## src/rtl/cell_plotter_if.sv

```systemverilog
// cell_plotter_if: command and pixel-port bundle between the game
// controller (master), the cell plotter (slave) and the VGA adapter
// write port. The clock and reset stay plain module ports.
interface cell_plotter_if;
  // Command side: one playfield cell per accepted start
  logic       start;
  logic [3:0] col;
  logic [4:0] row;
  logic [5:0] colour_in;

  // Status back to the controller
  logic       busy;
  logic       done;
  logic       err;

  // Adapter pixel write port, registered together
  logic [7:0] x;
  logic [6:0] y;
  logic [5:0] colour;
  logic       plot;

  // Controller view: issues commands, watches status and the pixel port
  modport master (
    output start, col, row, colour_in,
    input  busy, done, err, x, y, colour, plot
  );

  // Plotter view: consumes commands, drives status and the pixel port
  modport slave (
    input  start, col, row, colour_in,
    output busy, done, err, x, y, colour, plot
  );
endinterface

```

## src/rtl/cell_plotter.sv

```systemverilog
// cell_plotter: sweeps one Tetris playfield cell (CELL x CELL pixels)
// into the 160x120 VGA adapter framebuffer, one pixel per clock, in
// raster order (dx fastest). Out-of-range commands raise a one-cycle err.
// Optional feature macro: CELL_PLOTTER_BORDER_EN darkens the outer ring
// of each cell (each 2-bit channel shifted right by one).
module cell_plotter #(
  parameter int CELL      = 5,
  parameter int ORIGIN_X  = 55,
  parameter int ORIGIN_Y  = 10,
  parameter int GRID_COLS = 10,
  parameter int GRID_ROWS = 20
) (
  input  logic           clk,
  input  logic           reset_n,
  cell_plotter_if.slave  bus
);

  typedef enum logic [1:0] {
    S_IDLE,
    S_DRAW,
    S_DONE
  } state_t;

  localparam logic [2:0] LAST    = 3'(CELL - 1);
  localparam logic [8:0] ORG_X9  = 9'(ORIGIN_X);
  localparam logic [8:0] ORG_Y9  = 9'(ORIGIN_Y);
  localparam logic [8:0] CELL9   = 9'(CELL);
  localparam logic [7:0] COLS_LIM = 8'(GRID_COLS);
  localparam logic [7:0] ROWS_LIM = 8'(GRID_ROWS);

  state_t     state;
  state_t     state_nx;

  logic [7:0] base_x;
  logic [6:0] base_y;
  logic [5:0] colour_q;
  logic [2:0] dx;
  logic [2:0] dy;

  logic       in_range;
  logic       accept;
  logic       reject;
  logic       reject_q;
  logic       last_pixel;
  logic [8:0] sum_x;
  logic [8:0] sum_y;
  logic [5:0] pix_colour;
  logic       unused_sum_bits;

  // Command decode: range check, base-address sums and accept/reject
  always_comb begin
    // NOTE: every combinational output gets a default first so no path
    // leaves it unassigned; that is what keeps latches from being inferred.
    in_range   = 1'b0;
    accept     = 1'b0;
    reject     = 1'b0;
    sum_x      = ORG_X9 + 9'(bus.col) * CELL9;
    sum_y      = ORG_Y9 + 9'(bus.row) * CELL9;
    last_pixel = (dx == LAST) && (dy == LAST);

    in_range = ({4'd0, bus.col} < COLS_LIM) && ({3'd0, bus.row} < ROWS_LIM);
    if (state == S_IDLE && bus.start) begin
      accept = in_range;
      reject = !in_range;
    end
  end

  // Legal parameter sets keep the sums inside the framebuffer, so the
  // carry bits beyond the port widths are never set.
  assign unused_sum_bits = ^{sum_x[8], sum_y[8:7]};

  // FSM next-state: IDLE -> DRAW on accept, DRAW -> DONE after last pixel
  always_comb begin
    state_nx = state;
    case (state)
      S_IDLE:  if (accept) state_nx = S_DRAW;
      S_DRAW:  if (last_pixel) state_nx = S_DONE;
      S_DONE:  state_nx = S_IDLE;
      default: state_nx = S_IDLE;
    endcase
  end

`ifdef CELL_PLOTTER_BORDER_EN
  logic on_border;

  // Border ring pixels get each colour channel halved
  always_comb begin
    on_border  = (dx == 3'd0) || (dx == LAST) || (dy == 3'd0) || (dy == LAST);
    pix_colour = colour_q;
    if (on_border)
      pix_colour = {1'b0, colour_q[5], 1'b0, colour_q[3], 1'b0, colour_q[1]};
  end
`else
  // Whole cell uses the latched colour unchanged
  always_comb pix_colour = colour_q;
`endif

  // FSM state register; async reset returns to IDLE without a clock
  always_ff @(posedge clk or negedge reset_n) begin
    if (!reset_n) state <= S_IDLE;
    else          state <= state_nx;
  end

  // Command latch and raster counters (dx fastest, dy on dx wrap)
  always_ff @(posedge clk or negedge reset_n) begin
    if (!reset_n) begin
      base_x   <= '0;
      base_y   <= '0;
      colour_q <= '0;
      dx       <= '0;
      dy       <= '0;
    end else if (accept) begin
      // NOTE: sequential state uses non-blocking assignments so every
      // register samples pre-edge values, independent of statement order.
      base_x   <= sum_x[7:0];
      base_y   <= sum_y[6:0];
      colour_q <= bus.colour_in;
      dx       <= '0;
      dy       <= '0;
    end else if (state == S_DRAW) begin
      if (dx == LAST) begin
        dx <= '0;
        dy <= dy + 3'd1;
      end else begin
        dx <= dx + 3'd1;
      end
    end
  end

  // Registered adapter port and status pulses; err lags the rejecting edge by one
  always_ff @(posedge clk or negedge reset_n) begin
    if (!reset_n) begin
      bus.x      <= '0;
      bus.y      <= '0;
      bus.colour <= '0;
      bus.plot   <= 1'b0;
      bus.busy   <= 1'b0;
      bus.done   <= 1'b0;
      bus.err    <= 1'b0;
      reject_q   <= 1'b0;
    end else begin
      if (state == S_DRAW) begin
        bus.x      <= base_x + {5'd0, dx};
        bus.y      <= base_y + {4'd0, dy};
        bus.colour <= pix_colour;
      end
      bus.plot <= (state == S_DRAW);
      bus.busy <= (state == S_DRAW);
      bus.done <= (state == S_DONE);
      reject_q <= reject;
      bus.err  <= reject_q;
    end
  end

endmodule

```

## src/flat_wrapper.sv

```systemverilog
// flat-port wrapper written by rule: the top's interface ports become plain ports
module cell_plotter_flat 
#(
  parameter int CELL      = 5,
  parameter int ORIGIN_X  = 55,
  parameter int ORIGIN_Y  = 10,
  parameter int GRID_COLS = 10,
  parameter int GRID_ROWS = 20
)
  (clk, reset_n, bus_start, bus_col, bus_row, bus_colour_in, bus_busy, bus_done, bus_err, bus_x, bus_y, bus_colour, bus_plot);
  cell_plotter_if bus_i ();
  input  logic clk;
  input  logic reset_n;
  input wire logic [$bits(bus_i.start)-1:0] bus_start;
  input wire logic [$bits(bus_i.col)-1:0] bus_col;
  input wire logic [$bits(bus_i.row)-1:0] bus_row;
  input wire logic [$bits(bus_i.colour_in)-1:0] bus_colour_in;
  output wire logic [$bits(bus_i.busy)-1:0] bus_busy;
  output wire logic [$bits(bus_i.done)-1:0] bus_done;
  output wire logic [$bits(bus_i.err)-1:0] bus_err;
  output wire logic [$bits(bus_i.x)-1:0] bus_x;
  output wire logic [$bits(bus_i.y)-1:0] bus_y;
  output wire logic [$bits(bus_i.colour)-1:0] bus_colour;
  output wire logic [$bits(bus_i.plot)-1:0] bus_plot;
  assign bus_i.start = bus_start;
  assign bus_i.col = bus_col;
  assign bus_i.row = bus_row;
  assign bus_i.colour_in = bus_colour_in;
  assign bus_busy = bus_i.busy;
  assign bus_done = bus_i.done;
  assign bus_err = bus_i.err;
  assign bus_x = bus_i.x;
  assign bus_y = bus_i.y;
  assign bus_colour = bus_i.colour;
  assign bus_plot = bus_i.plot;
  cell_plotter #(.CELL(CELL), .ORIGIN_X(ORIGIN_X), .ORIGIN_Y(ORIGIN_Y), .GRID_COLS(GRID_COLS), .GRID_ROWS(GRID_ROWS)) u_core (.clk(clk), .reset_n(reset_n), .bus(bus_i));
endmodule
```

## config.mk

```make
export PLATFORM = sky130hd
export DESIGN_NAME = cell_plotter_flat
export DESIGN_NICKNAME = d
export VERILOG_FILES = /design/src/rtl/cell_plotter_if.sv /design/src/rtl/cell_plotter.sv /design/src/flat_wrapper.sv
export SDC_FILE = /design/constraint.sdc
export NUM_CORES = 1
export LEC_CHECK = 0
export ABC_AREA = 1
export CAP_MARGIN = 20
export CELL_PAD_IN_SITES_DETAIL_PLACEMENT = 0
export CELL_PAD_IN_SITES_GLOBAL_PLACEMENT = 1
export CORE_MARGIN = 1
export CORE_UTILIZATION = 30
export CTS_CLUSTER_SIZE = 28
export DETAILED_ROUTE_END_ITERATION = 6
export PLACE_DENSITY_LB_ADDON = 0.05
export SLEW_MARGIN = 5
export SYNTH_ARGS = -nofsm -noshare
export SYNTH_HDL_FRONTEND = slang
export SYNTH_SLANG_ARGS = --single-unit
```

## constraint.sdc

```tcl
create_clock -name clk -period 1.8 [get_ports clk]
set_clock_uncertainty 0.2 [all_clocks]
set_input_delay 0.27 -clock clk [delete_from_list [all_inputs] [get_ports clk]]
set_output_delay 0.27 -clock clk [all_outputs]
set_load 0.02 [all_outputs]
```

# Yosys cells after proc, flatten, opt, wreduce, memory -nomap -nowiden
# Index checks and enable logic that the tools add are counted.
# op_classes
addsub	6
multipliers	2
n_lt_le_gt_ge	2
n_eq_ne	6
muxes	11
reduce_logical	9
# op_table
operator	count
2-to-1 mux 3 bit	6
adder 6 x 7 -> 8 bit, first input constant	1
adder 8 x 3 -> 8 bit	1
adder 4 x 7 -> 7 bit, first input constant	1
adder 7 x 3 -> 7 bit	1
multiplier 4 x 3 -> 7 bit, second input constant	1
multiplier 5 x 3 -> 7 bit, second input constant	1
adder 3 x 1 -> 3 bit, second input constant	2
equality test 3 bit, second input constant	2
less-than comparator 5 bit, second input constant	1
less-than comparator 4 bit, second input constant	1
2-to-1 mux 2 bit	2
inequality test 2 x 1 -> 1 bit, second input constant	2
case mux 2 bit (2 select lines)	1
AND reduction 2 bit	2
nonzero test 2 bit	2
logical AND 1 bit	3
equality test 2 x 1 -> 1 bit, second input constant	1
equality test 2 bit, second input constant	1
logical NOT 2 bit	1
2-to-1 mux 1 bit	2
logical NOT 1 bit	1
# word_totals
regBits	54
in_bits	18
output_inout_bits	25
word_cells	49

# Logic depth before layout (Yosys ltp)
# depth
word_depth	5
ltp_mapped	11
mapped_depth_nobuf	11

# Worst setup path after synthesis
# OpenSTA, ideal clock, no wires.
# synth_timing
path_kind	input -> register
startpoint	in bus_col[1]
endpoint	reg u_core.base_x[7]
setup_ps	84
arrival_time_ps	1663
required_ps	1516
slack_ps	-147
stages	7
n_path_buf	0
path_cell_list	ha_1 > ha_1 > ha_1 > nand2_1 > o21ai_0 > nand3_1 > a21boi_0
# synth_between
elab_chain_cells	3
elab_cells_between_ends	5
classes_between	add/sub: 1; mul: 1; order compare: 1; mux: 1; reduce/logical: 1
# synth_lines
item	line	rtl
start, declared	flat_wrapper.sv:15	input wire logic [$bits(bus_i.col)-1:0] bus_col;
branches (longest 3 deep; another with adder 6 x 7 -> 8 bit)	n/a	
end signal, assigned	cell_plotter.sv:115	base_x <= sum_x[7:0];
end, declared	cell_plotter.sv:34	logic [7:0] base_x;
# Parallel ways; which one is timed is not known.
# A chain may end at the register's enable or synchronous reset.

# Worst setup path after layout
# layout_timing
startpoint	reg u_core.bus.colour[0]
endpoint	out bus_colour[0]
# layout_rtl
item	line	rtl
start, declared	cell_plotter_if.sv:31	output busy, done, err, x, y, colour, plot
start signal, assigned	cell_plotter.sv:145	bus.colour <= pix_colour;
end, declared	flat_wrapper.sv:23	output wire logic [$bits(bus_i.colour)-1:0] bus_colour;
# No word-level cell between the ends.

==> results.py <==
metrics = {
    "global_routing": {
        "met1_usage": 0.206,
        "antenna_found_initial": 0,
        "busiest_layer": "met2",
        "grt_pass1_wl_mm": 11.6,
        "grt_usage": 0.142,
        "grt_pass1_vias": 2338,
        "use_met3": 0.0305,
        "grt_max_degree": 55,
        "grt_overflow": 0,
        "gr-usage-met2": 0.214,
    },
    "routing": {
        "drc": 0,
        "drt-initial-drc-count": 80,
        "dr_total_vias": 2423,
        "via_per_inst": 4.21,
        "postRouteAntennaNets": 0,
        "dr.pass1.iters": 4,
        "wl_mm": 6.75,
        "routedWlPerCell_um": 11.7,
    },
    "timing": {
        "post-route-min-period_ps": 1750,
        "finalSetupViolations": 0,
        "rsz0062_at_grt": "yes",
        "finalHoldViolCount": 0,
        "relSlewSlack": 0.798,
        "max_freq_mhz": 571,
        "worstMarginPinSlew_ps": 302,
        "slew_violations": 0,
        "post-route-period-util": 0.973,
    },
    "die": {
        "die_w_um": 103,
        "die_y_um": 103,
        "rows": 36,
        "die-area_um2": 10600,
        "num_io_pins": 43,
        "core-area_um2": 9820,
        "start_util": 0.312,
    },
    "yosys": {
        "synth-warning-count": 0,
        "syn-num-nets": 411,
        "ys_types": 28,
        "synth_edf_count": 0,
        "ys_ff_latch": 54,
        "synth_top_area_frac": 0.441,
        "synth_common_cells": "nand2_1 (131), dfrtp_1 (54), inv_1 (36), ha_1 (31), nand3_1 (21)",
        "syn_avg_cell_area_um2": 8.56,
        "synth_area_um2": 3060,
        "synth_ff_type": "dfrtp_1",
        "ys_seq_area_frac": 0.441,
        "synth.most_common_cell": "nand2_1",
        "ys_top_cells_by_area": "dfrtp_1 (44%), nand2_1 (16%), ha_1 (13%)",
        "synthArstFlopShare": 1.00,
        "yosysTopAreaCell": "dfrtp_1",
        "netlist_instances": 358,
    },
    "placement": {
        "port_buffers": 42,
        "gp_congestion": 0.710,
        "dp_hpwl_mm": 4.90,
        "placed_area_um2": 3890,
    },
    "critical_path": {
        "crit_buf_inv": 1,
        "cp-end-kind": "output port",
        "r2r_end": "u_core.bus.x[6]",
        "cp.required_ps": 1330,
        "crit_start": "u_core.bus.colour[0]",
        "path_cells": "clkdlybuf4s50_1",
        "cp_slowest_stage_delay_ps": 600,
        "crit_type": "reg2out",
        "endpoint": "bus_colour[0]",
        "cp.arrival_ps": 1280,
        "r2r_slack_ps": 60,
        "critical_path.top_delay_family": "buffers and inverters",
        "crit_slowest_cell": "clkdlybuf4s50_1",
        "timing.rr.start": "u_core.base_x[0]",
        "cp-start-kind": "flop",
        "critPathMaxFanout": 2,
        "worstRegToRegCells": 11,
        "crit_cells": 1,
    },
    "pwr": {
        "ir_worst_vdd_v": 0.000433,
        "p_leak_nw": 2.15,
        "power.density_nw_per_um2": 1350,
    },
    "cells_and_area": {
        "fin_util": 0.426,
        "n_fill_cell": 1062,
        "drive_gt1_frac": 0.238,
        "nets": 495,
        "register_area_um2": 1350,
        "multi_input_area_um2": 1690,
        "final_cell_area_um2": 4190,
        "diodes": 0,
        "syn2layout_area_growth_pct": 36.6,
    },
    "clocking": {
        "clkTransAtPathRegs_ps": 100,
        "cts-root-buf": "clkbuf_8",
        "cts_made_buffers": 5,
        "cts_tree": "done",
        "clockBufferDepth": 2,
        "clk_latency_ps": 310,
        "htree_levels": 2,
        "cts.sinks": 54,
    },
    "worst_hold_path": {
        "hold_class": "in2reg",
    },
    "flow_run": {
        "drv_cap": 0,
    },
    "outcome": {
        "status": "finished clean",
    },
}
==> how the worst min path moves through the flow <==
stage                    startpoint                to  slack, ps  depth (start not counted)
floorplan                   reset_n  u_core.base_x[0]       -230                          0
global placement            reset_n   u_core.bus.x[6]        100                          2
detailed placement          reset_n   u_core.bus.x[6]        100                          2
CTS                 u_core.reject_q    u_core.bus.err        170                          0
global route             bus_row[0]  u_core.base_y[0]        110                          4
finish                   bus_row[0]  u_core.base_y[0]         70                          4
==> logic make-up after synthesis <==
family / share of synthesized area
and+or+nand+nor: 0.237
DFF: 0.441
buffers and inverters: 0.0768
AOI/OAI and AO/OA: 0.0694
adders and majority gates: 0.153
xor gates and xnor gates: 0.0229
==> cell usage in the layout, fill, tap and decap left out, types with 4 or more instances in the layout <==
| master | synthesis | layout |
|---|---|---|
| clkdlybuf4s50_1 | 0 | 28 |
| o21ai_0 | 14 | 11 |
| ha_4 | 0 | 12 |
| clkbuf_8 | 0 | 5 |
| nand2_2 | 1 | 4 |
| dlymetal6s2s_1 | 0 | 4 |
| buf_2 | 2 | 4 |
| a21oi_1 | 6 | 4 |
| xnor2_1 | 5 | 4 |
| ha_2 | 0 | 4 |
| nand3_1 | 21 | 20 |
| nor2_1 | 14 | 13 |
| o21ai_1 | 4 | 6 |
| dfrtp_1 | 54 | 54 |
| inv_2 | 1 | 6 |
| inv_1 | 36 | 31 |
| o21ai_2 | 7 | 8 |
| dlygate4sd2_1 | 0 | 4 |
| buf_4 | 4 | 43 |
| nand4_1 | 7 | 7 |
| ha_1 | 31 | 15 |
| nand2_1 | 131 | 127 |
==> registers in the layout, indices dropped and copies added (netlist names) <==
| name | cells |
|---|---|
| u_core.bus.colour | 6 |
| u_core.bus.y | 7 |
| u_core.colour_q | 6 |
| u_core.bus.busy | 1 |
| u_core.bus.err | 1 |
| u_core.bus.x | 8 |
| u_core.state | 2 |
| u_core.dy | 3 |
| u_core.bus.done | 1 |
| u_core.dx | 3 |
| u_core.base_x | 8 |
| u_core.base_y | 7 |
| u_core.reject_q | 1 |
==> final cells by class <==
type,count,share of cell area
clock buffer,5,0.0164
clock inverter,2,0.00239
inverter,37,0.0332
multi-input combinational,256,0.404
sequential,54,0.323
tap,133,0.0398
timing repair buffer,88,0.181
==> through the flow <==
| stage | std cells | worst slack (ps) | power (mW) | setup TNS [ps] | hold WS [ps] |
|---|---|---|---|---|---|
| after floorplan | 358 | 4.97 | 3.79 | 0 | -226 |
| after global placement | 562 | -611 | 4.87 | -11870 | 97.0 |
| after detailed placement | 562 | -622 | 4.89 | -12740 | 99.4 |
| after CTS | 572 | 7.05 | 5.71 | 0 | 167 |
| after global routing | 575 | -24.7 | 6.22 | -43.9 | 111 |
| final | 575 | 48.7 | 5.66 | 0 | 74.2 |
==> metal layers <==
layer	routed length, um	vias to the layer above	share of wire
met2	2820	42	0.42
met3	310	4	0.046
met5	0	-	0
met1	3570	1073	0.53
li1	-	1304	-
met4	55	0	0.0082
==> power by group <==
group / internal (mW) / switching, mW
clock network: 0.263 / 0.401
registers: 1.75 / 0.359
logic: 1.34 / 1.55
total: 3.35 / 2.31
==> what timing repair did <==
action                                  CTS  global route
hold buffers                              1             0
endpoints found under the setup margin   28            14
endpoints found under the hold margin    54             0
gates resized for setup                  44            20
setup buffers                             2             3
pin swaps                                10             9
Power figures use the tool's default switching activity.
